**src/rtl/wm8731_config_sequencer_pkg.sv**
```systemverilog
// Shared types and the fixed WM8731 register-initialisation table.
package wm8731_pkg;

    localparam int NUM_REGS = 11;

    typedef struct packed {
        logic [6:0] regno;
        logic [8:0] data;
    } reg_write_t;

    typedef enum logic [2:0] {
        ST_IDLE,
        ST_LOAD,
        ST_REQ,
        ST_WAIT_ACK,
        ST_GAP,
        ST_DONE,
        ST_ERROR
    } state_t;

    // Codec reset first, active last so the codec never runs half-configured.
    localparam reg_write_t CONFIG_TABLE [NUM_REGS] = '{
        '{regno: 7'd15, data: 9'h000},
        '{regno: 7'd0,  data: 9'h017},
        '{regno: 7'd1,  data: 9'h017},
        '{regno: 7'd2,  data: 9'h079},
        '{regno: 7'd3,  data: 9'h079},
        '{regno: 7'd4,  data: 9'h012},
        '{regno: 7'd5,  data: 9'h000},
        '{regno: 7'd6,  data: 9'h000},
        '{regno: 7'd7,  data: 9'h002},
        '{regno: 7'd8,  data: 9'h000},
        '{regno: 7'd9,  data: 9'h001}
    };

    // WM8731 control word: first byte carries the register number and data bit 8.
    function automatic logic [1:0][7:0] pack_write(input reg_write_t w);
        return {w.regno, w.data};
    endfunction

endpackage

```
**src/rtl/wm8731_config_sequencer_rom.sv**
```systemverilog
// Combinational table lookup: entry index to packed two-byte codec write.
module wm8731_config_rom
    import wm8731_pkg::*;
(
    input  logic [3:0]      index,
    output logic [1:0][7:0] wdata
);

    always_comb begin
        wdata = '0;
        if (index < 4'(NUM_REGS)) begin
            wdata = pack_write(CONFIG_TABLE[index]);
        end
    end

endmodule

```
**src/rtl/wm8731_config_sequencer.sv**
```systemverilog
// Walks the WM8731 init table, one I2C write per req/ack handshake, and
// reports done or ack-timeout error upstream.
module wm8731_config_sequencer
    import wm8731_pkg::*;
#(
    parameter logic [6:0] DEV_ADDR       = 7'h1A,
    parameter int         GAP_CYCLES     = 2400,
    parameter int         TIMEOUT_CYCLES = 240000,
    parameter bit         AUTO_START     = 1'b1
) (
    input  logic            clk,
    input  logic            reset_n,
    input  logic            start,
    input  logic            en,
    input  logic            ack,
    output logic            req,
    output logic [6:0]      addr,
    output logic [1:0][7:0] wdata,
    output logic            busy,
    output logic            done,
    output logic            error,
    output logic [3:0]      index
);

    localparam int TIMER_W = $clog2(TIMEOUT_CYCLES) + 1;
    localparam int GAP_W   = $clog2(GAP_CYCLES) + 1;
    localparam logic [TIMER_W-1:0] TIMER_LAST = TIMER_W'(TIMEOUT_CYCLES - 1);
    localparam logic [GAP_W-1:0]   GAP_LAST   = GAP_W'(GAP_CYCLES - 1);

    state_t               state, state_next;
    logic [3:0]           index_next;
    logic                 req_next;
    logic [6:0]           addr_next;
    logic [1:0][7:0]      wdata_next;
    logic                 busy_next;
    logic                 done_next;
    logic                 error_next;
    logic [TIMER_W-1:0]   timer, timer_next;
    logic [GAP_W-1:0]     gap_cnt, gap_next;
    logic                 pending, pending_next;
    logic                 start_q;
    logic [1:0][7:0]      rom_wdata;

    wm8731_config_rom u_rom (
        .index (index),
        .wdata (rom_wdata)
    );

    // pending comes out of reset set, so the autostart fires on the first edge after release.
    always_ff @(posedge clk or negedge reset_n) begin
        if (!reset_n) begin
            state   <= ST_IDLE;
            index   <= '0;
            req     <= 1'b0;
            addr    <= '0;
            wdata   <= '0;
            busy    <= 1'b0;
            done    <= 1'b0;
            error   <= 1'b0;
            timer   <= '0;
            gap_cnt <= '0;
            pending <= AUTO_START;
            start_q <= 1'b0;
        end else begin
            state   <= state_next;
            index   <= index_next;
            req     <= req_next;
            addr    <= addr_next;
            wdata   <= wdata_next;
            busy    <= busy_next;
            done    <= done_next;
            error   <= error_next;
            timer   <= timer_next;
            gap_cnt <= gap_next;
            pending <= pending_next;
            start_q <= start;
        end
    end

    always_comb begin
        state_next   = state;
        index_next   = index;
        req_next     = req;
        addr_next    = addr;
        wdata_next   = wdata;
        busy_next    = busy;
        done_next    = done;
        error_next   = error;
        timer_next   = timer;
        gap_next     = gap_cnt;
        pending_next = pending;

        case (state)
            ST_IDLE, ST_DONE, ST_ERROR: begin
                // start is only honoured here; pulses while busy are dropped.
                if (start_q || (state == ST_IDLE && pending)) begin
                    state_next   = ST_LOAD;
                    index_next   = '0;
                    busy_next    = 1'b1;
                    done_next    = 1'b0;
                    error_next   = 1'b0;
                    pending_next = 1'b0;
                end
            end

            ST_LOAD: begin
                addr_next  = DEV_ADDR;
                wdata_next = rom_wdata;
                req_next   = 1'b1;
                state_next = ST_REQ;
            end

            ST_REQ: begin
                if (en) begin
                    req_next   = 1'b0;
                    timer_next = '0;
                    state_next = ST_WAIT_ACK;
                end
            end

            ST_WAIT_ACK: begin
                // ack wins over a timeout landing in the same cycle.
                if (ack) begin
                    if (index == 4'(NUM_REGS - 1)) begin
                        state_next = ST_DONE;
                        done_next  = 1'b1;
                        busy_next  = 1'b0;
                    end else begin
                        gap_next   = '0;
                        state_next = ST_GAP;
                    end
                end else if (timer == TIMER_LAST) begin
                    state_next = ST_ERROR;
                    error_next = 1'b1;
                    busy_next  = 1'b0;
                end else begin
                    timer_next = timer + 1'b1;
                end
            end

            ST_GAP: begin
                if (gap_cnt == GAP_LAST) begin
                    index_next = index + 1'b1;
                    state_next = ST_LOAD;
                end else begin
                    gap_next = gap_cnt + 1'b1;
                end
            end

            default: begin
                state_next = ST_IDLE;
            end
        endcase
    end

endmodule
```
**config.mk**
```make
export PLATFORM = sky130hd
export DESIGN_NAME = wm8731_config_sequencer
export DESIGN_NICKNAME = d
export VERILOG_FILES = /design/src/rtl/wm8731_config_sequencer_pkg.sv /design/src/rtl/wm8731_config_sequencer_rom.sv /design/src/rtl/wm8731_config_sequencer.sv
export SDC_FILE = /design/constraint.sdc
export NUM_CORES = 1
export LEC_CHECK = 0
export CAP_MARGIN = 25
export CORE_MARGIN = 5
export CORE_UTILIZATION = 50
export DETAILED_ROUTE_END_ITERATION = 8
export HOLD_SLACK_MARGIN = 0.08
export PLACE_DENSITY = 0.72
export SLEW_MARGIN = 20
export SYNTH_ARGS = -nofsm -noshare
export SYNTH_HDL_FRONTEND = slang
export SYNTH_SLANG_ARGS = --single-unit
```
**constraint.sdc**
```tcl
create_clock -name clk -period 4.87 [get_ports clk]
set_input_delay 1.461 -clock clk [delete_from_list [all_inputs] [get_ports clk]]
set_output_delay 1.461 -clock clk [all_outputs]
set_load 0.02 [all_outputs]
```
* Word-level counts from Yosys, hierarchy flattened
Memory sizes are Yosys's and may differ from the RTL's.
Cells that the tools add are included.
** Operators by class
- Magnitude comparators :: 2
- Mux-type cells :: 35
- Divide/modulo/power cells :: 0
- Multipliers :: 0
- Add/sub/neg operators :: 3
- Equal/unequal tests :: 21
- Reduce and logical (&&, ||, !) cells :: 18
- Bitwise logic cells :: 1
- Shift-type cells :: 0
** Operator list (count)
- 19-bit 2-to-1 mux :: 3
- 16-bit 2-to-1 mux :: 3
- 13-bit 2-to-1 mux :: 3
- 19-bit case mux with 2 select lines :: 1
- 13-bit case mux with 2 select lines :: 1
- 4-bit AND reduction :: 6
- 2-bit inequality test (second input constant) :: 10
- 19-bit by 1-bit adder with 19-bit output (second input constant) :: 1
- 19-bit by 18-bit == test with 1-bit output (second input constant) :: 1
- 3-bit 2-to-1 mux :: 5
- 3-bit case mux with 5 select lines :: 1
- 13-bit by 1-bit adder with 13-bit output (second input constant) :: 1
- 13-bit by 12-bit == test with 1-bit output (second input constant) :: 1
- 1-bit 2-to-1 mux :: 11
- 2-bit nonzero test :: 5
- 3-bit == test (second input constant) :: 3
- 4-bit 2-to-1 mux :: 2
- 1-bit case mux with 2 select lines :: 4
- 4-bit case mux with 2 select lines :: 1
- 3-bit by 2-bit == test with 1-bit output (second input constant) :: 2
- 3-bit inequality test (second input constant) :: 2
- 5-bit greater-or-equal comparator (second input constant) :: 1
- 4-bit inverter with 5-bit output :: 1
- 4-bit by 1-bit adder with 4-bit output (second input constant) :: 1
- 9 further kinds :: 10
** Storage, ports and cells
- ROM bits :: 256
- Latch bits :: 0
- Memory bits (writable) :: 0
- Bits in registers :: 62
- Logic and storage cells :: 94
- Memories :: 1
- Bits of input ports :: 5
** Memory list
- (name not given) :: depth 16, bits a word 16, read ports 1, clocked after memory_dff 0, wr ports 0, RTL line wm8731_config_sequencer_rom.sv:12 : wdata = pack_write(CONFIG_TABLE[index]);

* Logic depth before layout (Yosys ltp)
- Depth in word-level cells :: 5
- Gate-level depth with buffers :: 8
- Gate-level depth less buffers :: 7

* Cells and area by module
From an unflattened synthesis, not the netlist that was laid out.
** Second synthesis, totals
- Cell total of the unflattened synthesis :: 365
- Area, all modules :: 3528.4 sq um
** By module, submodules not included
- wm8731_config_sequencer :: area each 3203.1 sq um, instances 1, cells each 320, sequential area each 1552.7 sq um
- wm8731_config_rom :: area each 325.3 sq um, instances 1, cells each 45, sequential area each 0.0 sq um

* Least setup slack after synthesis
Ideal clock, no wire load.
- Path type :: input -> register
- From :: input ack
- To :: register timer[14]
- Stages on the path :: 7
- Data arrival time :: 2512 ps
- Slack :: 2263 ps
- Path through :: nand2b_1 > a21oi_1 > o31ai_4 > nand2b_1 > buf_4 > buf_6 > o31ai_1
** On the way
- Cells in the longest elaborated chain, start to end :: 2
** RTL lines
- from (decl) :: RTL line wm8731_config_sequencer.sv:15 : input logic ack,
- 2-bit inequality test (no line)
- 4-bit AND reduction (no line)
- to (signal assigned) :: RTL line wm8731_config_sequencer.sv:73 : timer <= timer_next;
- to (decl) :: RTL line wm8731_config_sequencer.sv:38 : logic [TIMER_W-1:0] timer, timer_next;
No other way between the ends.
A chain may end at the register's enable or synchronous reset.

* Worst setup path after layout
- From :: input ack
- To :: register timer[5]
The elaborated chain is that of the path after synthesis.

==> metrics.md <==
| Metric | Value |
|---|---|
| IO Count | 36 |
| Final setup viols | 0 |
| Final hold slack | 0.4811 ns |
| CP Launch Type | primary input |
| Post-CTS Resized | 0 |
| Slew @ Worst Pin | just over 0.9 ns |
| Top cell by count, worst path | nand2b_1 |
| Top-area cell type share of the netlist area | 0.4348 |
| Initial antenna violation count | 0 |
| CTS Hold Bufs | 0 |
| Skew-Pair Late Insertion Delay | 0.30 ns |
| CTS Buf Count | 5 |
| Die Span Y | 88.84 um |
| Synth top area cells | dfrtp_1 43%, o21ai_0 4.8%, nand2_1 4.7%, nor2_1 4.1%, buf_4 3.4% |
| # clock sinks | 55 |
| Clock buffer depth | 2 |
| VDD IR max | around 0.25 mV |
| Row cnt | 28 |
| DIE AREA | around 8000 um2 |
| ANT nets after route | 0 |
| Die width | 88.84 um |
| Max-slew headroom | 0.3810 |
| DRC | 0 |
| Max stage delay on crit path | 0.51 ns |
| Crit share post-route | 0.6979 |
| WP buf/inv | 1 |
| Arrival time at the worst endpoint | 3.59 ns |
| Max Cap Viol | 0 |
| Tot GR Track Use | 0.1680 |
| Final Critical Period | around 3.4 ns |
| Yosys cell types | 54 |
| Top FF cell, synth | dfrtp_1 |
| CP Max Fanout | 23 |
| Biggest area consumer among synthesized cells | dfrtp_1 |
| Largest net degree at the start of global routing | 32 |
| Iteration-0 DRC Markers | 120 |
| Nets | 378 |
| DP HPWL | 4278 um |
| CTS tree | done |
| Layout cells sized above 1 | 0.04645 |
| Drt wl/cell | 13.70 um |
| Starting Density | 0.5188 |
| Overall routed net length | 6041 um |
| Area delta synth->final | 9.863% |
| WP data required | 5.06 ns |
| Register area share after synthesis | 0.4432 |
| YS warnings | 0 |
| EDFF count, synth | 0 |
| Clock transition at path regs | approximately 0.090 ns |
| Status | finished, final reports clean |
| Slowest CP cell | clkdlybuf4s50_1 |
| Mapped Avg Cell Area | 8.880 um2 |
| CP cell instances | clkdlybuf4s50_1, nand2b_1, a21oi_1, o31ai_4, nand2b_1, o41ai_1 |
| Core area | between 5000 and 6000 um2 |
| RSZ-0062 raised after global routing | false |
| Vias | between 2000 and 2500 |
| Pleak | ~1.4 nW |
| Syn Std Cell Area | about 3100 um2 |
| PortBufs | 26 |
| Max Fclk | ~290 MHz |
| Post-CTS setup buffer count | 0 |
| Power Density | 451.8 nW/um2 |
| Global-route wire length before repair | 10600 um |
| DRT Pass-1 Iters | 4 |
| Final Instance Area | 3415 um2 |
| Placed cell area | 3333 um2 |
| N_diodes | 0 |
| Grt total ovfl | 0 |
| DR vias/cell | 5.619 |
| Async S/R FF share, synth | 1.000 |
| Synth Register Bits | 55 |
| CP endpoint kind | register |
| CP delay by family, top | compound AO/OA/AOI/OAI gates |
| Worst clock skew | 0.005014 ns |
| Hold violation total from the final report | 0 |
| Final setup TNS | 0 ns |
| Slew Viols, Final | 0 |
| Hold crit path type | register to register |
| Root buffer cell | clkbuf_8 |
| Vias in the first global route | 2216 |
| Gate count after technology mapping | 350 |
| H-Tree Depth | 2 |
| WS Path Type | primary input to register |
| Placer Congestion | 0.8005 |
==> routing by layer <==
layer,share of wire,up-vias,GRT usage
li1,-,1254,-
met1,0.50,1165,0.2468
met2,0.43,55,0.2584
met3,0.054,4,0.02886
met4,0.0079,0,0.04121
met5,0,-,0
==> state kept, by name, indices dropped and copies added, names as in the netlist <==
name	count
timer	19
gap_cnt	13
wdata	9
index	4
state	3
addr	1
busy	1
done	1
error	1
pending	1
req	1
start_q	1
==> path summary, 6_finish.rpt <==
path | endpoint | start | slack, ns | depth (start not counted)
max in group asynchronous | timer[16]$_DFFE_PN0P_ | reset_n | 2.93 | 2
worst max-delay path | timer[5]$_DFFE_PN0P_ | ack | 1.47 | 6
worst min-delay path | wdata[12]$_DFFE_PN0N_ | wdata[12]$_DFFE_PN0N_ | 0.48 | 2
min in group asynchronous | wdata[12]$_DFFE_PN0N_ | reset_n | 1.15 | 1
worst max register to register | timer[3]$_DFFE_PN0P_ | timer[7]$_DFFE_PN0P_ | 1.76 | 5
worst min register to register | wdata[12]$_DFFE_PN0N_ | wdata[12]$_DFFE_PN0N_ | 0.48 | 2
==> cell usage after synthesis (all sizes together) (3+ instances only) <==
library cell	count
a21oi	16
a31o	3
a31oi	7
and3	5
buf	20
clkbuf	8
dfrtp	54
ha	8
inv	9
mux2i	6
nand2	39
nand2b	12
nand3	16
nand4	4
nor2	34
nor2b	4
nor3	8
o21ai	40
o31ai	13
o41ai	3
xnor2	5
xor2	3
==> cell families (layout without fill, tap and decap cells) <==
family                   after synthesis  count (layout)  synth area share
AND/OR/NAND/NOR                      140             140            0.2246
AO/OA/AOI/OAI                         94              94            0.1880
flip-flops                            55              55            0.4432
buffers and inverters                 37              45           0.06522
adder cells (fa/ha/maj)                8               8           0.03221
XOR/XNOR                               8               8           0.02255
multiplexers                           7               7           0.02295
other                                  1               9          0.001207
==> layout by cell type, fill, tap and decap left out, types with 2 or more instances in the layout <==
| cell | instances |
|---|---|
| nand2b_1 | 12 |
| a31oi_1 | 7 |
| a21oi_1 | 16 |
| nor2_1 | 34 |
| buf_4 | 2 |
| inv_1 | 9 |
| nor4bb_1 | 2 |
| dfrtp_1 | 54 |
| xor2_1 | 3 |
| mux2i_1 | 6 |
| and2_1 | 2 |
| xnor2_1 | 5 |
| clkbuf_1 | 2 |
| and3_1 | 5 |
| o21ai_0 | 30 |
| ha_1 | 8 |
| o21ai_1 | 10 |
| nor2b_1 | 4 |
| nand4_1 | 4 |
| conb_1 | 9 |
| nor3b_1 | 2 |
| o22ai_1 | 2 |
| o31ai_1 | 12 |
| clkdlybuf4s50_1 | 25 |
| clkbuf_8 | 5 |
| nand3_1 | 16 |
| nand2_1 | 39 |
| nand3b_1 | 2 |
| a31o_2 | 3 |
| o41ai_1 | 3 |
| nor3_1 | 8 |
| a22o_1 | 2 |
==> where the power goes <==
part / internal (mW) / switching (mW) / leakage, nW
logic: 0.273 / 0.391 / 0.651
clock network: 0.101 / 0.141 / 0.0422
registers: 0.537 / 0.0989 / 0.729
==> layout make-up <==
class / count / area [um2]
clock buffer: 7 / 76.32
clock inverter: 1 / 5.005
fill: 527 / 2576
inverter: 9 / 33.78
multi-input combinational: 266 / 1558
sequential: 55 / 1378
tap: 75 / 93.84
timing repair buffer: 28 / 270.3
==> stage by stage <==
step	util	power, mW	std cells	worst slack (ns)
floorplan	-	1.126	358	2.263
global placement	0.5564	1.299	433	1.208
detailed placement	0.5564	1.314	433	1.167
CTS	0.5700	1.558	441	1.482
global route	0.5700	1.675	441	1.251
finish	0.5700	1.543	441	1.471
==> tightest hold or removal path, stage by stage (launching register included) <==
cell	delay, ns
dfrtp_1	0.35
nand2_1	0.05
o31ai_1	0.05
Power figures use the tool's default switching activity.
